## src/rtl/alu_seq.sv

```systemverilog
`default_nettype none
// alu_seq: single-cycle ALU with an iterative shift-add multiplier (Rev 1.0).
// Results and flags are registered; out_valid pulses one cycle per result.
module alu_seq #(
  parameter int WIDTH = 8
) (
  input  logic             clk,
  input  logic             rst,
  input  logic [3:0]       op,
  input  logic [WIDTH-1:0] srca,
  input  logic [WIDTH-1:0] srcb,
  input  logic             in_valid,
  output logic             in_ready,
  output logic [WIDTH-1:0] dst,
  output logic             zflag,
  output logic             cflag,
  output logic             nflag,
  output logic             vflag,
  output logic             out_valid
);

  localparam logic [3:0] OP_ADD  = 4'd0;
  localparam logic [3:0] OP_SUB  = 4'd1;
  localparam logic [3:0] OP_AND  = 4'd2;
  localparam logic [3:0] OP_OR   = 4'd3;
  localparam logic [3:0] OP_XOR  = 4'd4;
  localparam logic [3:0] OP_NOT  = 4'd5;
  localparam logic [3:0] OP_SLL  = 4'd6;
  localparam logic [3:0] OP_SRL  = 4'd7;
  localparam logic [3:0] OP_SRA  = 4'd8;
  localparam logic [3:0] OP_MUL  = 4'd9;
  localparam logic [3:0] OP_CMP  = 4'd10;
  localparam logic [3:0] OP_PASS = 4'd11;

  localparam int               CW      = $clog2(WIDTH) + 1;
  localparam logic [CW-1:0]    LAST    = CW'(WIDTH - 1);
  localparam logic [WIDTH-1:0] WIDTH_V = WIDTH[WIDTH-1:0];

  typedef enum logic [0:0] {
    IDLE = 1'b0,
    MUL  = 1'b1
  } state_t;

  state_t             state;
  logic [CW-1:0]      cnt;
  logic [2*WIDTH-1:0] mcand;
  logic [2*WIDTH-1:0] acc;
  logic [WIDTH-1:0]   mplier;

  logic [WIDTH-1:0]   res;
  logic               c_res;
  logic               v_res;
  logic               wr_dst;
  logic [WIDTH:0]     sum;
  logic [WIDTH:0]     diff;
  logic               big_shift;
  logic [2*WIDTH-1:0] acc_next;

  assign in_ready = (state == IDLE) && !rst;
  assign acc_next = acc + (mplier[0] ? mcand : '0);

  always_comb begin
    sum       = {1'b0, srca} + {1'b0, srcb};
    diff      = {1'b0, srca} - {1'b0, srcb};
    big_shift = (srcb >= WIDTH_V);
    res       = '0;
    c_res     = 1'b0;
    v_res     = 1'b0;
    wr_dst    = 1'b1;
    case (op)
      OP_ADD: begin
        res   = sum[WIDTH-1:0];
        c_res = sum[WIDTH];
        v_res = (srca[WIDTH-1] == srcb[WIDTH-1]) && (res[WIDTH-1] != srca[WIDTH-1]);
      end
      OP_SUB, OP_CMP: begin
        // diff[WIDTH] is the borrow, i.e. srca < srcb unsigned
        res    = diff[WIDTH-1:0];
        c_res  = diff[WIDTH];
        v_res  = (srca[WIDTH-1] != srcb[WIDTH-1]) && (res[WIDTH-1] != srca[WIDTH-1]);
        wr_dst = (op != OP_CMP);
      end
      OP_AND:  res = srca & srcb;
      OP_OR:   res = srca | srcb;
      OP_XOR:  res = srca ^ srcb;
      OP_NOT:  res = ~srca;
      OP_SLL:  res = big_shift ? '0 : (srca << srcb);
      OP_SRL:  res = big_shift ? '0 : (srca >> srcb);
      OP_SRA:  res = big_shift ? {WIDTH{srca[WIDTH-1]}} : WIDTH'($signed(srca) >>> srcb);
      OP_PASS: res = srcb;
      default: res = '0;
    endcase
  end

  always_ff @(posedge clk or posedge rst) begin
    if (rst) begin
      state     <= IDLE;
      cnt       <= '0;
      mcand     <= '0;
      acc       <= '0;
      mplier    <= '0;
      dst       <= '0;
      zflag     <= 1'b0;
      cflag     <= 1'b0;
      nflag     <= 1'b0;
      vflag     <= 1'b0;
      out_valid <= 1'b0;
    end else begin
      out_valid <= 1'b0;
      case (state)
        IDLE: begin
          if (in_valid) begin
            if (op == OP_MUL) begin
              state  <= MUL;
              cnt    <= '0;
              mcand  <= {{WIDTH{1'b0}}, srca};
              mplier <= srcb;
              acc    <= '0;
            end else begin
              if (wr_dst) dst <= res;
              zflag     <= (res == '0);
              cflag     <= c_res;
              nflag     <= res[WIDTH-1];
              vflag     <= v_res;
              out_valid <= 1'b1;
            end
          end
        end
        MUL: begin
          // One multiplier bit per edge; the last edge also publishes the result.
          acc    <= acc_next;
          mcand  <= mcand << 1;
          mplier <= mplier >> 1;
          cnt    <= cnt + CW'(1);
          if (cnt == LAST) begin
            state     <= IDLE;
            dst       <= acc_next[WIDTH-1:0];
            zflag     <= (acc_next[WIDTH-1:0] == '0);
            cflag     <= (acc_next[2*WIDTH-1:WIDTH] != '0);
            nflag     <= acc_next[WIDTH-1];
            vflag     <= 1'b0;
            out_valid <= 1'b1;
          end
        end
        default: state <= IDLE;
      endcase
    end
  end

endmodule
`default_nettype wire

```

## config.mk

```make
export PLATFORM = sky130hd
export DESIGN_NAME = alu_seq
export DESIGN_NICKNAME = d
export VERILOG_FILES = /design/src/rtl/alu_seq.sv
export SDC_FILE = /design/constraint.sdc
export NUM_CORES = 1
export LEC_CHECK = 0
export ABC_AREA = 1
export CORE_MARGIN = 10
export CORE_UTILIZATION = 40
export CTS_CLUSTER_DIAMETER = 40
export DETAILED_ROUTE_END_ITERATION = 7
export DONT_BUFFER_PORTS = 1
export PLACE_DENSITY = 0.65
export RECOVER_POWER = 25
export SYNTH_ARGS = -nofsm -noshare
export SYNTH_HDL_FRONTEND = slang
export SYNTH_SLANG_ARGS = --single-unit
```

## constraint.sdc

```tcl
create_clock -name clk -period 3.45 [get_ports clk]
set_input_delay 0.5175 -clock clk [delete_from_list [all_inputs] [get_ports clk]]
set_output_delay 0.5175 -clock clk [all_outputs]
set_load 0.01 [all_outputs]
```

Yosys cells after proc, flatten, opt, wreduce, memory -nomap -nowiden --
Index checks and enable logic that the tools add are counted.
Word-level totals: memory bits (writable) 0, latch bits 0, ROM bits 0, output and inout port bits 14, bits of input ports 23, flip-flop bits (word level) 58, memories 0
Operators by class: bitwise gates (word level) 5, div/mod/pow operators 0, multipliers 0, shifts and indexed selects 3, add/sub/neg operators 4, multiplexer cells 49, eq/ne operators 22, reduce and logical (&&, ||, !) cells 12, order comparisons 1
Operators by type and width (number):
- 16-bit two-way mux | 5
- 8-bit one-hot mux with 10 select lines | 1
- 8-bit two-way mux | 9
- 16-bit one-hot mux with 2 select lines | 2
- 8-bit one-hot mux with 2 select lines | 2
- 4-bit by 3-bit equality test with 1-bit output (second input constant) | 5
- 1-bit two-way mux | 19
- 16-bit adder | 1
- 4-bit equality test (second input constant) | 4
- 8-bit zero test | 2
- 1-bit one-hot mux with 2 select lines | 8
- 8-bit by 8-bit adder with 9-bit output | 1
- 8-bit by 8-bit subtractor with 9-bit output | 1
- 8-bit bitwise AND | 1
- 4-bit by 2-bit equality test with 1-bit output (second input constant) | 2
- 8-bit by 4-bit >= comparator with 1-bit output (second input constant) | 1
- 4-bit two-way mux | 2
- 8-bit NOT | 1
- 8-bit OR | 1
- 4-bit one-hot mux with 2 select lines | 1
- 8-bit nonzero test | 1
- 8-bit by 8-bit left shift with 8-bit output | 1
- 8-bit by 8-bit >> shifter with 8-bit output | 1
- 8-bit by 8-bit >>> shifter with 8-bit output | 1
- 16 further kinds | 23

Longest topological paths before layout --
Gate-level depths: netlist of run 1.
depth after elaboration 7, depth in mapped cells 19, gate-level depth less buffers 17

Least setup slack after synthesis of run 1 --
Ideal clock, no wire load.
kind flip-flop to flip-flop, start reg mplier[0], end reg cflag, arrival time 2.516 ns, period minus slack after synthesis 2.632 ns, slack 0.818 ns, buffers on the path 2, data required time 3.334 ns, setup time 0.116 ns, cell stages (with the launch flop) 19, cell sequence dfrtp_1 > clkbuf_1 > clkbuf_1 > nand2_1 > inv_1 > ha_1 > fa_1 > nand3_1 > nand2_1 > a21boi_0 > o21ai_0 > nand2_1 > nand3b_1 > nand2_1 > nand2_1 > nor2_1 > nand3_1 > nand2_1 > nand2_1
On the way: longest elaborated chain between the ends 5
RTL lines:
- from (decl) | line 48 | logic [WIDTH-1:0] mplier;
- from (signal assigned) | line 117 | mplier <= srcb;
- from (signal assigned) | line 133 | mplier <= mplier >> 1;
- 16-bit two-way mux | line 60 | assign acc_next = acc + (mplier[0] ? mcand : '0);
- 16-bit adder | line 60
- 8-bit nonzero test | line 139 | cflag <= (acc_next[2*WIDTH-1:WIDTH] != '0);
- 1-bit two-way mux | line 135 | if (cnt == LAST) begin
- 1-bit one-hot mux with 2 select lines | line 110 | case (state)
- to (signal assigned) | line 122 | cflag <= c_res;
- to (signal assigned) | line 139
- to (decl) | line 16 | output logic cflag,
Every way passes these cells. The select of a mux whose other input is x is not followed. A chain may end at the register's enable or synchronous reset.

Final worst setup path of run 1 --
Ends and elaborated chain as after synthesis.

==> results of run 1 <==
==> area by class of cell <==
| type | count | area (um2) |
|---|---|---|
| fill | 1392 | 7415 |
| multi-input combinational | 667 | 3465 |
| sequential | 58 | 1451 |
| inverter | 114 | 427.9 |
| clock buffer | 12 | 256.5 |
| tap | 176 | 220.2 |
| timing repair buffer | 6 | 45.04 |
| clock inverter | 3 | 15.01 |
==> cells in the final DEF, fill, tap and decap left out, types with 2 or more instances in the layout <==
| master | count |
|---|---|
| a21boi_0 | 2 |
| a21o_1 | 2 |
| a21oi_1 | 35 |
| a31oi_1 | 2 |
| buf_4 | 6 |
| clkbuf_16 | 9 |
| clkbuf_8 | 2 |
| clkinv_2 | 3 |
| dfrtp_1 | 58 |
| fa_1 | 3 |
| ha_1 | 40 |
| inv_1 | 104 |
| inv_2 | 10 |
| nand2_1 | 273 |
| nand2_2 | 5 |
| nand3_1 | 87 |
| nand3b_1 | 4 |
| nand4_1 | 24 |
| nor2_1 | 86 |
| nor2_2 | 6 |
| nor3_1 | 7 |
| o211ai_1 | 9 |
| o21a_1 | 4 |
| o21ai_0 | 26 |
| o21ai_1 | 11 |
| o221ai_1 | 8 |
| o22ai_1 | 8 |
| xnor2_1 | 4 |
| xor2_1 | 10 |
==> logic make-up (layout without fill, tap and decap cells) <==
| logic type | after synthesis | after routing |
|---|---|---|
| xor+xnor | 14 | 14 |
| flops | 58 | 58 |
| buf+inv | 140 | 135 |
| simple gates | 496 | 496 |
| compound gates | 114 | 114 |
| fa+ha+maj | 43 | 43 |
==> cell usage after synthesis (all sizes together), types with 9 or more instances <==
cell type,number
inv,114
o211ai,9
nand3,87
clkbuf,11
ha,40
nand4,25
xor2,10
a21oi,36
dfrtp,58
buf,15
nand2,279
nor2,92
o21ai,37
==> flip-flops by register name, summed over array words and instances (netlist names) <==
register / cells
acc: 16
mcand: 16
dst: 8
mplier: 8
cnt: 4
cflag: 1
nflag: 1
out_valid: 1
state: 1
vflag: 1
zflag: 1
==> how the worst min path moves through the flow <==
stage / from / to / slack (ns) / depth (start not counted)
CTS: rst / acc[12]$_DFFE_PP0P_ / 0.24 / 1
finish: srcb[1] / mplier[1]$_DFFE_PP0P_ / 0.33 / 2
global route: srcb[6] / mplier[6]$_DFFE_PP0P_ / 0.33 / 2
floorplan: acc[0]$_DFFE_PP0P_ / acc[0]$_DFFE_PP0P_ / 0.45 / 2
global placement: mplier[5]$_DFFE_PP0P_ / mplier[4]$_DFFE_PP0P_ / 0.47 / 2
detailed placement: mplier[5]$_DFFE_PP0P_ / mplier[4]$_DFFE_PP0P_ / 0.47 / 2
==> stage by stage <==
stage	hold WS, ns	setup slack [ns]	area, um2
finish	0.3257	0.5567	5881
global route	0.3316	0.2616	5881
CTS	0.2385	0.5913	5881
detailed placement	0.4713	0.5768	5609
global placement	0.4663	0.6552	5609
floorplan	0.4483	0.8177	5463
==> power by group <==
group | switching, mW | internal [mW] | total, mW
Combinational | 0.808 | 0.429 | 1.24
Clock | 0.294 | 0.516 | 0.810
Sequential | 0.276 | 0.938 | 1.21
Total | 1.38 | 1.88 | 3.26
==> worst register-to-register path: cells and delay by family (launching register included) <==
kind                     cells  cell delay [ns]
adder cells (fa/ha/maj)      2             0.60
AND/OR/NAND/NOR              8             0.74
flip-flops                   1             0.55
buffers and inverters        1             0.05
AO/OA/AOI/OAI                2             0.63
XOR/XNOR                     1             0.22
==> metal layers <==
layer | share of wire | wire length [um] | GRT usage
met4 | 0.030 | 493 | 0.07553
met5 | 0 | 0 | 0
met2 | 0.46 | 7610 | 0.2859
met1 | 0.45 | 7403 | 0.2295
met3 | 0.067 | 1121 | 0.03812
==> flow_summary_export.csv, run 1 <==
group,metric,value,unit
setup_path,cp.depth,14,
cts,cts_max_path_buffers,2,
cts,post_cts_buffers,0,
logic_synthesis,synth_compound_area_frac,0.1241,
logic_synthesis,synth.area.top_cells,"dfrtp_1 (27%), nand2_1 (19%), ha_1 (9.2%), nand3_1 (8.0%), inv_1 (7.1%)",
setup_path,crit_end,"cflag$_DFFE_PP0P_",
floorplan,dieHeight,136.9,um
timing,setup_violations,0,
setup_path,criticalPathCategory,"flop to flop",
layout,fin_util,0.4423,
floorplan,dieArea,18730,um2
setup_path,cp_data_arrival_time,3.11,ns
logic_synthesis,yosys_warnings,0,
timing,tightestPinTransition,1.379,ns
power,p_per_area,554.6,nW/um2
logic_synthesis,syn-num-nets,931,
timing,setup_tns,0,ns
run,drv_cap,0,
routing,drc,0,
placement,place.gp.congestion,0.9554,
placement,place_inst,1021,
logic_synthesis,synthFlopType,"dfrtp_1",
timing,period_needed,2.893,ns
logic_synthesis,yosysTopAreaCellShare,0.2657,
logic_synthesis,yosys.area_share.simple,0.3850,
timing,hold_viol_final,0,
logic_synthesis,synth-seq-area-share,0.2657,
timing,drv_slew,0,
setup_path,worstSetupStartpointType,"flop",
power,power.total,3.261,mW
cts,htree_levels,3,
floorplan,dieWidth,136.9,um
setup_path,crit-reg2reg-launch,"mplier[0]$_DFFE_PP0P_",
routing,drt-initial-drc-count,474,
routing,wl_per_cell,16.05,um
routing,ant_nets,0,
setup_path,cpMostUsedCell,"nand2_1",
logic_synthesis,synthXorXnorAreaFrac,0.02245,
placement,io_buffers,0,
layout,drive_above_1_share,0.05233,
layout,antenna_cells,0,
cts,numCtsBuffers,9,
cts,cts_hold_buf,0,
logic_synthesis,synth.ff_latch_count,58,
setup_path,reg2reg_to,"cflag$_DFFE_PP0P_",
layout,stdcell_count,1036,
timing,timing.slew.headroom,0.07974,
setup_path,cp_data_required_time,3.67,ns
timing,period_share,0.8386,
global_routing,antenna_found_initial,0,
setup_path,path_max_fanout,17,
setup_path,reg2regPathDepth,14,
power,peakVddDrop,0.2337,mV
global_routing,grt_pass1_vias,5169,
timing,fin_skew,0.005605,ns
setup_path,r2r_slack,0.56,ns
logic_synthesis,syn_area_per_cell,6.315,um2
min_path,holdCritPathClass,"input port to flop",
setup_path,crit_start,"mplier[0]$_DFFE_PP0P_",
floorplan,core,13300,um2
setup_path,cp_top_family,"simple AND/OR/NAND/NOR gates",
logic_synthesis,synthMuxAreaShare,0,
logic_synthesis,async_flop_share,1.000,
logic_synthesis,synth_top_area_cell,"dfrtp_1",
floorplan,start_util,0.4109,
routing,first_pass_iters,5,
logic_synthesis,ys_types,40,
logic_synthesis,synth-edff-count,0,
cts,clock_sinks,58,
setup_path,path_buf_inv,1,
setup_path,cp_slowest_cell,"dfrtp_1",
layout,synthToLayoutAreaGrowth,7.650,%
power,leakage,3.144,nW
global_routing,grt_usage,0.1792,
cts,clock_latency,0.33,ns
cts,cts_tree,"done",
global_routing,grt_pass1_wl,26.80,mm
floorplan,rows,42,
layout,fin_nets,922,
setup_path,critPathMaxStageDelay,0.55,ns
logic_synthesis,synth-adder-area-share,0.1026,
global_routing,grt-ovfl-total,0,
timing,maxClockFrequency,345.6,MHz
global_routing,grt_max_degree,38,
status,status,"complete, no violations",
routing,vias,5555,
setup_path,end_kind,"flop",
cts,cts.clk_slew.worst_paths,0.05,ns
routing,vias_per_cell,5.362,
placement,place_hpwl,12.98,mm
cts,cts_resized,0,
logic_synthesis,synth_area,5463,um2
floorplan,ios,37,
logic_synthesis,syn-instance-count,865,
timing,rsz0062_at_grt,"no",
setup_path,crit_path_cell_trace,"nand2_1 -> inv_1 -> ha_1 -> fa_1 -> nand3_1 -> nand2_1 -> a21boi_0 -> o21ai_0 -> xnor2_1 -> nand3_1 -> nor2_1 -> nand3_1 -> nand2_1 -> nand2_1",
logic_synthesis,synth_top_family_by_area,"simple AND/OR/NAND/NOR gates",
routing,wl,16.63,mm
cts,root_buffer,"clkbuf_16",
(Power assumes the default switching activity.)
==> run 2: changes to the inputs <==
--- a/config.mk
+++ b/config.mk
@@ -11,7 +11,7 @@
 export CTS_CLUSTER_DIAMETER = 40
 export DETAILED_ROUTE_END_ITERATION = 7
 export DONT_BUFFER_PORTS = 1
-export PLACE_DENSITY = 0.65
+export PLACE_DENSITY = 0.67
 export RECOVER_POWER = 25
 export SYNTH_ARGS = -nofsm -noshare
 export SYNTH_HDL_FRONTEND = slang
==> constraint.sdc (replaced) <==
create_clock -name clk -period 2.35 [get_ports clk]
set_input_delay 0.3525 -clock clk [delete_from_list [all_inputs] [get_ports clk]]
set_output_delay 0.3525 -clock clk [all_outputs]
set_load 0.01 [all_outputs]
==> run 2 against run 1 <==
Effect of this change: the flow now finishes with violations (setup timing); sequential cell count stayed put; wire length is 4.6% higher; critical endpoint unchanged; global-route usage is 0.86 points higher; via count is 5.4% higher; combinational power is 92% higher; sequential power is 44% higher; largest power group unchanged; setup slack worse by 0.66 ns; power is 68% higher.
==> flow_summary_export.csv, run 2 (synthesis results as in run 1) <==
group,metric,value,unit
cts,htree_levels,3,
timing,period_share,1.043,
layout,fillers,1332,
timing,drv_slew,0,
setup_path,reg2regPathDepth,18,
placement,io_buffers,0,
setup_path,cp_data_required_time,2.56,ns
layout,stdcell_count,1090,
timing,fin_skew,0.003856,ns
setup_path,crit_path_cell_trace,"buf_6 -> nand2_2 -> inv_2 -> ha_4 -> nand2_4 -> nor2_4 -> inv_1 -> a21oi_1 -> nor2_1 -> nand2_1 -> nand3_1 -> nand2_2 -> xor2_2 -> nand2_1 -> nor2_2 -> nand3_1 -> nand2_1 -> nand2_1",
floorplan,dieWidth,136.9,um
setup_path,cp_data_arrival_time,2.66,ns
layout,final_cell_mix,"nand2_1 (264), inv_1 (98), nand3_1 (85)",
timing,setup_tns,-0.1007,ns
setup_path,worstSetupStartpointType,"flop",
cts,cts.clk_slew.worst_paths,0.05,ns
run,drv_cap,0,
setup_path,path_buf_inv,3,
cts,cts_max_path_buffers,2,
layout,antenna_cells,0,
setup_path,reg2reg_to,"cflag$_DFFE_PP0P_",
placement,place_inst,1069,
global_routing,grt_usage,0.1878,
status,violations,"setup timing",
min_path,holdCritPathClass,"input port to flop",
cts,root_buffer,"clkbuf_16",
routing,drt-initial-drc-count,470,
floorplan,dieArea,18730,um2
cts,cts_tree,"done",
status,status,"complete, but fails checks",
setup_path,end_kind,"flop",
power,p_per_area,823.5,nW/um2
cts,cts_hold_buf,0,
setup_path,critPathMaxStageDelay,0.46,ns
global_routing,grt_max_degree,32,
floorplan,rows,42,
setup_path,path_max_fanout,8,
min_path,hold_start,"srcb[3]",
floorplan,core,13300,um2
routing,drc,0,
setup_path,cpMostUsedCell,"nand2_1",
timing,setup_ws,-0.1007,ns
global_routing,grt-ovfl-total,0,
global_routing,grt_pass1_vias,5650,
routing,ant_nets,0,
min_path,hold_depth,2,
layout,layout_commonest_cell,"nand2_1",
timing,hold_viol_final,0,
cts,clock_sinks,58,
setup_path,criticalPathCategory,"flop to flop",
routing,first_pass_iters,5,
placement,dp_slack,-0.1794,ns
routing,vias_per_cell,5.371,
global_routing,antenna_found_initial,0,
floorplan,dieHeight,136.9,um
power,leakage,3.438,nW
timing,timing.slew.headroom,0.2622,
timing,rsz0062_at_grt,"yes",
global_routing,grt_pass1_wl,28.28,mm
timing,setup_violations,1,
timing,maxClockFrequency,408.0,MHz
layout,reg.largest.list,"acc x16, mcand x16",
placement,place_hpwl,13.22,mm
cts,clock_latency,0.33,ns
routing,vias,5854,
floorplan,start_util,0.4109,
routing,wl,17.39,mm
setup_path,crit-reg2reg-launch,"mplier[0]$_DFFE_PP0P_",
layout,fin_nets,976,
setup_path,r2r_slack,-0.10,ns
layout,drive_above_1_share,0.1652,
placement,place.gp.congestion,0.9359,
routing,wl_per_cell,15.96,um
layout,synthToLayoutAreaGrowth,21.51,%
setup_path,cp_slowest_cell,"dfrtp_2",
timing,period_needed,2.451,ns
power,peakVddDrop,0.3273,mV
min_path,hold_end,"mplier[3]$_DFFE_PP0P_",
timing,tightestPinTransition,1.105,ns
floorplan,ios,37,
setup_path,cp_top_family,"simple AND/OR/NAND/NOR gates",
cts,numCtsBuffers,9,
==> run 2: cell count changes in the layout (fill, tap and decap cells not counted), moves of 7 or more <==
cell and change:
buf_4 +49, ha_1 -11, nand2_1 -9, ha_4 +9
a21oi_1 -8, a21oi_2 +8, nand2_2 +7
==> run 2: per-stage QoR <==
step	hold slack [ns]	power, mW	area [um2]	util
global route	0.1598	5.829	6638	0.4992
floorplan	0.4483	3.115	5480	-
detailed placement	0.3616	3.824	6013	0.4523
global placement	0.3581	3.791	6013	0.4523
CTS	0.01810	5.333	6500	0.4889
finish	0.1559	5.466	6638	0.4992
==> run 2: worst max-delay path by stage <==
stage | start | end | slack [ns] | cells past startpoint
after global placement | mplier[0]$_DFFE_PP0P_ | cflag$_DFFE_PP0P_ | -0.15 | 15
after detailed placement | mplier[0]$_DFFE_PP0P_ | cflag$_DFFE_PP0P_ | -0.18 | 15
final | mplier[0]$_DFFE_PP0P_ | cflag$_DFFE_PP0P_ | -0.10 | 18
after CTS | mplier[0]$_DFFE_PP0P_ | cflag$_DFFE_PP0P_ | -0.04 | 18
after global routing | mplier[0]$_DFFE_PP0P_ | cflag$_DFFE_PP0P_ | -0.25 | 18
after floorplan | mplier[0]$_DFFE_PP0P_ | cflag$_DFFE_PP0P_ | 0.002 | 18
==> run 2: per-layer routing <==
metal	up-vias	global-route usage	wire length, um
met5	-	0	0
met4	0	0.07553	521
met3	41	0.03482	1119
met2	202	0.3149	8382
met1	2709	0.2324	7369
li1	2902	-	-
==> run 2: power by group <==
part | switching [mW] | total, mW | internal [mW]
clock | 0.444 | 1.34 | 0.899
combinational | 1.41 | 2.38 | 0.967
sequential | 0.364 | 1.74 | 1.38
total | 2.22 | 5.47 | 3.25
==> run 2: what timing repair did <==
item                       4_1_cts  5_1_grt
pin swaps                       13       23
setup buffers                    4        2
setup endpoints to repair        5        9
resized for setup               32       32
cloned                           0        0
==> run 2: layout make-up <==
type,count,area (um2),area share
repair buffers,60,480.5,0.07238
clock buffers,13,270.3,0.04072
clock inverters,2,35.03,0.005278
well taps,176,220.2,0.03318
inverters,114,427.9,0.06447
flip-flops and latches,58,1453,0.2188
multi-input cells,667,3751,0.5651
==> run 3: changes to the inputs <==
--- a/config.mk
+++ b/config.mk
@@ -11,7 +11,7 @@
 export CTS_CLUSTER_DIAMETER = 40
 export DETAILED_ROUTE_END_ITERATION = 7
 export DONT_BUFFER_PORTS = 1
-export PLACE_DENSITY = 0.67
+export PLACE_DENSITY = 0.65
 export RECOVER_POWER = 25
 export SYNTH_ARGS = -nofsm -noshare
 export SYNTH_HDL_FRONTEND = slang
==> constraint.sdc (replaced) <==
create_clock -name clk -period 2.3 [get_ports clk]
set_input_delay 0.345 -clock clk [delete_from_list [all_inputs] [get_ports clk]]
set_output_delay 0.345 -clock clk [all_outputs]
set_load 0.01 [all_outputs]
==> run 3 against run 2 <==
Effect of this change: the run still ends with setup timing left; fmax shrank 1.9%; first-iteration DRC count grew 15%; sequential share of layout area shrank 0.85 points; combinational power is 11% higher; critical path depth decreased by 3; non-clock buffer count rose by 19; sequential power rose by 4%; clock power shrank 12%; critical path type unchanged; largest power group unchanged.
==> flow_summary_export.csv, run 3 (synthesis results as in run 1) <==
group,metric,value,unit
cts,numCtsBuffers,9,
timing,setup_tns,-0.4113,ns
timing,hold_viol_final,0,
layout,fin_util,0.5195,
placement,place.gp.congestion,0.9561,
setup_path,r2r_slack,-0.20,ns
timing,maxClockFrequency,400.3,MHz
timing,period_share,1.086,
min_path,hold_start,"srcb[1]",
setup_path,worstSetupStartpointType,"flop",
power,p_per_area,813.9,nW/um2
layout,final_cell_mix,"nand2_1 (253), inv_1 (94), nand3_1 (82), nor2_1 (82), buf_4 (74)",
setup_path,criticalPathCategory,"flop to flop",
floorplan,start_util,0.4109,
floorplan,ios,37,
power,power.total,5.621,mW
global_routing,grt_pass1_wl,28.97,mm
cts,cts.clk_slew.worst_paths,0.05,ns
timing,setup_violations,3,
setup_path,reg2regPathDepth,15,
status,violations,"setup timing",
routing,vias,5894,
routing,wl,18.16,mm
setup_path,cp_data_required_time,2.52,ns
global_routing,grt_pass1_vias,5636,
routing,wl_per_cell,16.36,um
placement,dp_slack,-0.1946,ns
layout,drive_above_1_share,0.2109,
routing,first_pass_iters,5,
timing,period_needed,2.498,ns
cts,root_buffer,"clkbuf_16",
layout,reg.largest.list,"acc x16, mcand x16",
status,status,"complete, but fails checks",
routing,vias_per_cell,5.310,
cts,htree_levels,3,
setup_path,crit_start,"mplier[0]$_DFFE_PP0P_",
layout,layout_commonest_cell,"nand2_1",
routing,ant_nets,0,
run,drv_cap,0,
setup_path,crit-reg2reg-launch,"mplier[0]$_DFFE_PP0P_",
global_routing,grt_max_degree,31,
power,peakVddDrop,0.3892,mV
placement,io_buffers,0,
layout,synthToLayoutAreaGrowth,26.43,%
power,leakage,3.545,nW
layout,antenna_cells,0,
cts,cts_tree,"done",
timing,rsz0062_at_grt,"yes",
timing,whs,0.1531,ns
timing,drv_slew,0,
min_path,holdCritPathClass,"input port to flop",
floorplan,core,13300,um2
timing,timing.slew.headroom,0.2214,
setup_path,end_kind,"flop",
floorplan,dieWidth,136.9,um
global_routing,antenna_found_initial,0,
timing,tightestPinTransition,1.167,ns
floorplan,dieArea,18730,um2
floorplan,rows,42,
cts,cts_max_path_buffers,2,
floorplan,dieHeight,136.9,um
global_routing,grt_usage,0.1940,
timing,fin_skew,0.004081,ns
setup_path,reg2reg_to,"cflag$_DFFE_PP0P_",
setup_path,path_max_fanout,8,
layout,fin_nets,995,
routing,drc,0,
routing,drt-initial-drc-count,540,
global_routing,grt-ovfl-total,0,
setup_path,cp_data_arrival_time,2.72,ns
placement,place_hpwl,13.63,mm
min_path,hold_depth,2,
cts,clock_sinks,58,
cts,clock_latency,0.33,ns
timing,setup_ws,-0.1984,ns
min_path,hold_end,"mplier[1]$_DFFE_PP0P_",
-- run 3: area by class of cell --
cell class              count  area, um2
flip-flops and latches     58       1453
clock inverters             3      15.01
clock buffers              13      250.2
multi-input cells         667       3921
inverters                 114      427.9
well taps                 176      220.2
repair buffers             79      619.3
fillers                  1270       6389
-- run 3: critical path, cell delays in order, from the launching register on --
cell and delay [ns]:
dfrtp_2 0.47, nand2_1 0.09, inv_1 0.06, ha_4 0.27, nand2_1 0.08, o21ai_0 0.36, nor2_1 0.13, nand2_1 0.13
nand3_2 0.09, nand2_2 0.08, xor2_2 0.15, nand2_1 0.09, nor2_2 0.14, nand3_1 0.09, nand2_1 0.08, nand2_1 0.05
-- run 3: worst max-delay path by stage --
stage	endpoint	slack [ns]	cells after the start
after global placement	cflag$_DFFE_PP0P_	-0.15	16
after floorplan	cflag$_DFFE_PP0P_	-0.02	18
after CTS	cflag$_DFFE_PP0P_	-0.03	18
final	cflag$_DFFE_PP0P_	-0.20	15
after detailed placement	cflag$_DFFE_PP0P_	-0.19	17
after global routing	cflag$_DFFE_PP0P_	-0.38	15
-- run 3: power by group --
| group | internal [mW] | switching, mW | leakage [nW] |
|---|---|---|---|
| Combinational | 1.10 | 1.53 | 2.65 |
| Clock | 0.751 | 0.431 | 0.133 |
| Sequential | 1.41 | 0.403 | 0.761 |
-- run 3: layer usage --
layer / vias up / wire, um / GRT usage
li1: 2937 / - / -
met1: 2734 / 7845 / 0.2467
met2: 181 / 8612 / 0.3087
met3: 42 / 1074 / 0.04032
met4: 0 / 628 / 0.08958
met5: - / 0 / 0
-- run 3: through the flow --
| step | cells | cell area, um2 |
|---|---|---|
| floorplan | 865 | 5497 |
| global placement | 1077 | 6062 |
| detailed placement | 1077 | 6062 |
| CTS | 1102 | 6608 |
| global route | 1110 | 6907 |
| finish | 1110 | 6907 |
-- run 3: timing repair --
action | CTS | global route
endpoints found under the hold margin | 28 | 0
endpoints found under the setup margin | 4 | 12
gates cloned | 0 | 0
hold buffers | 1 | 0
gates resized for setup | 33 | 62
pin swaps | 15 | 33
setup buffers | 8 | 8
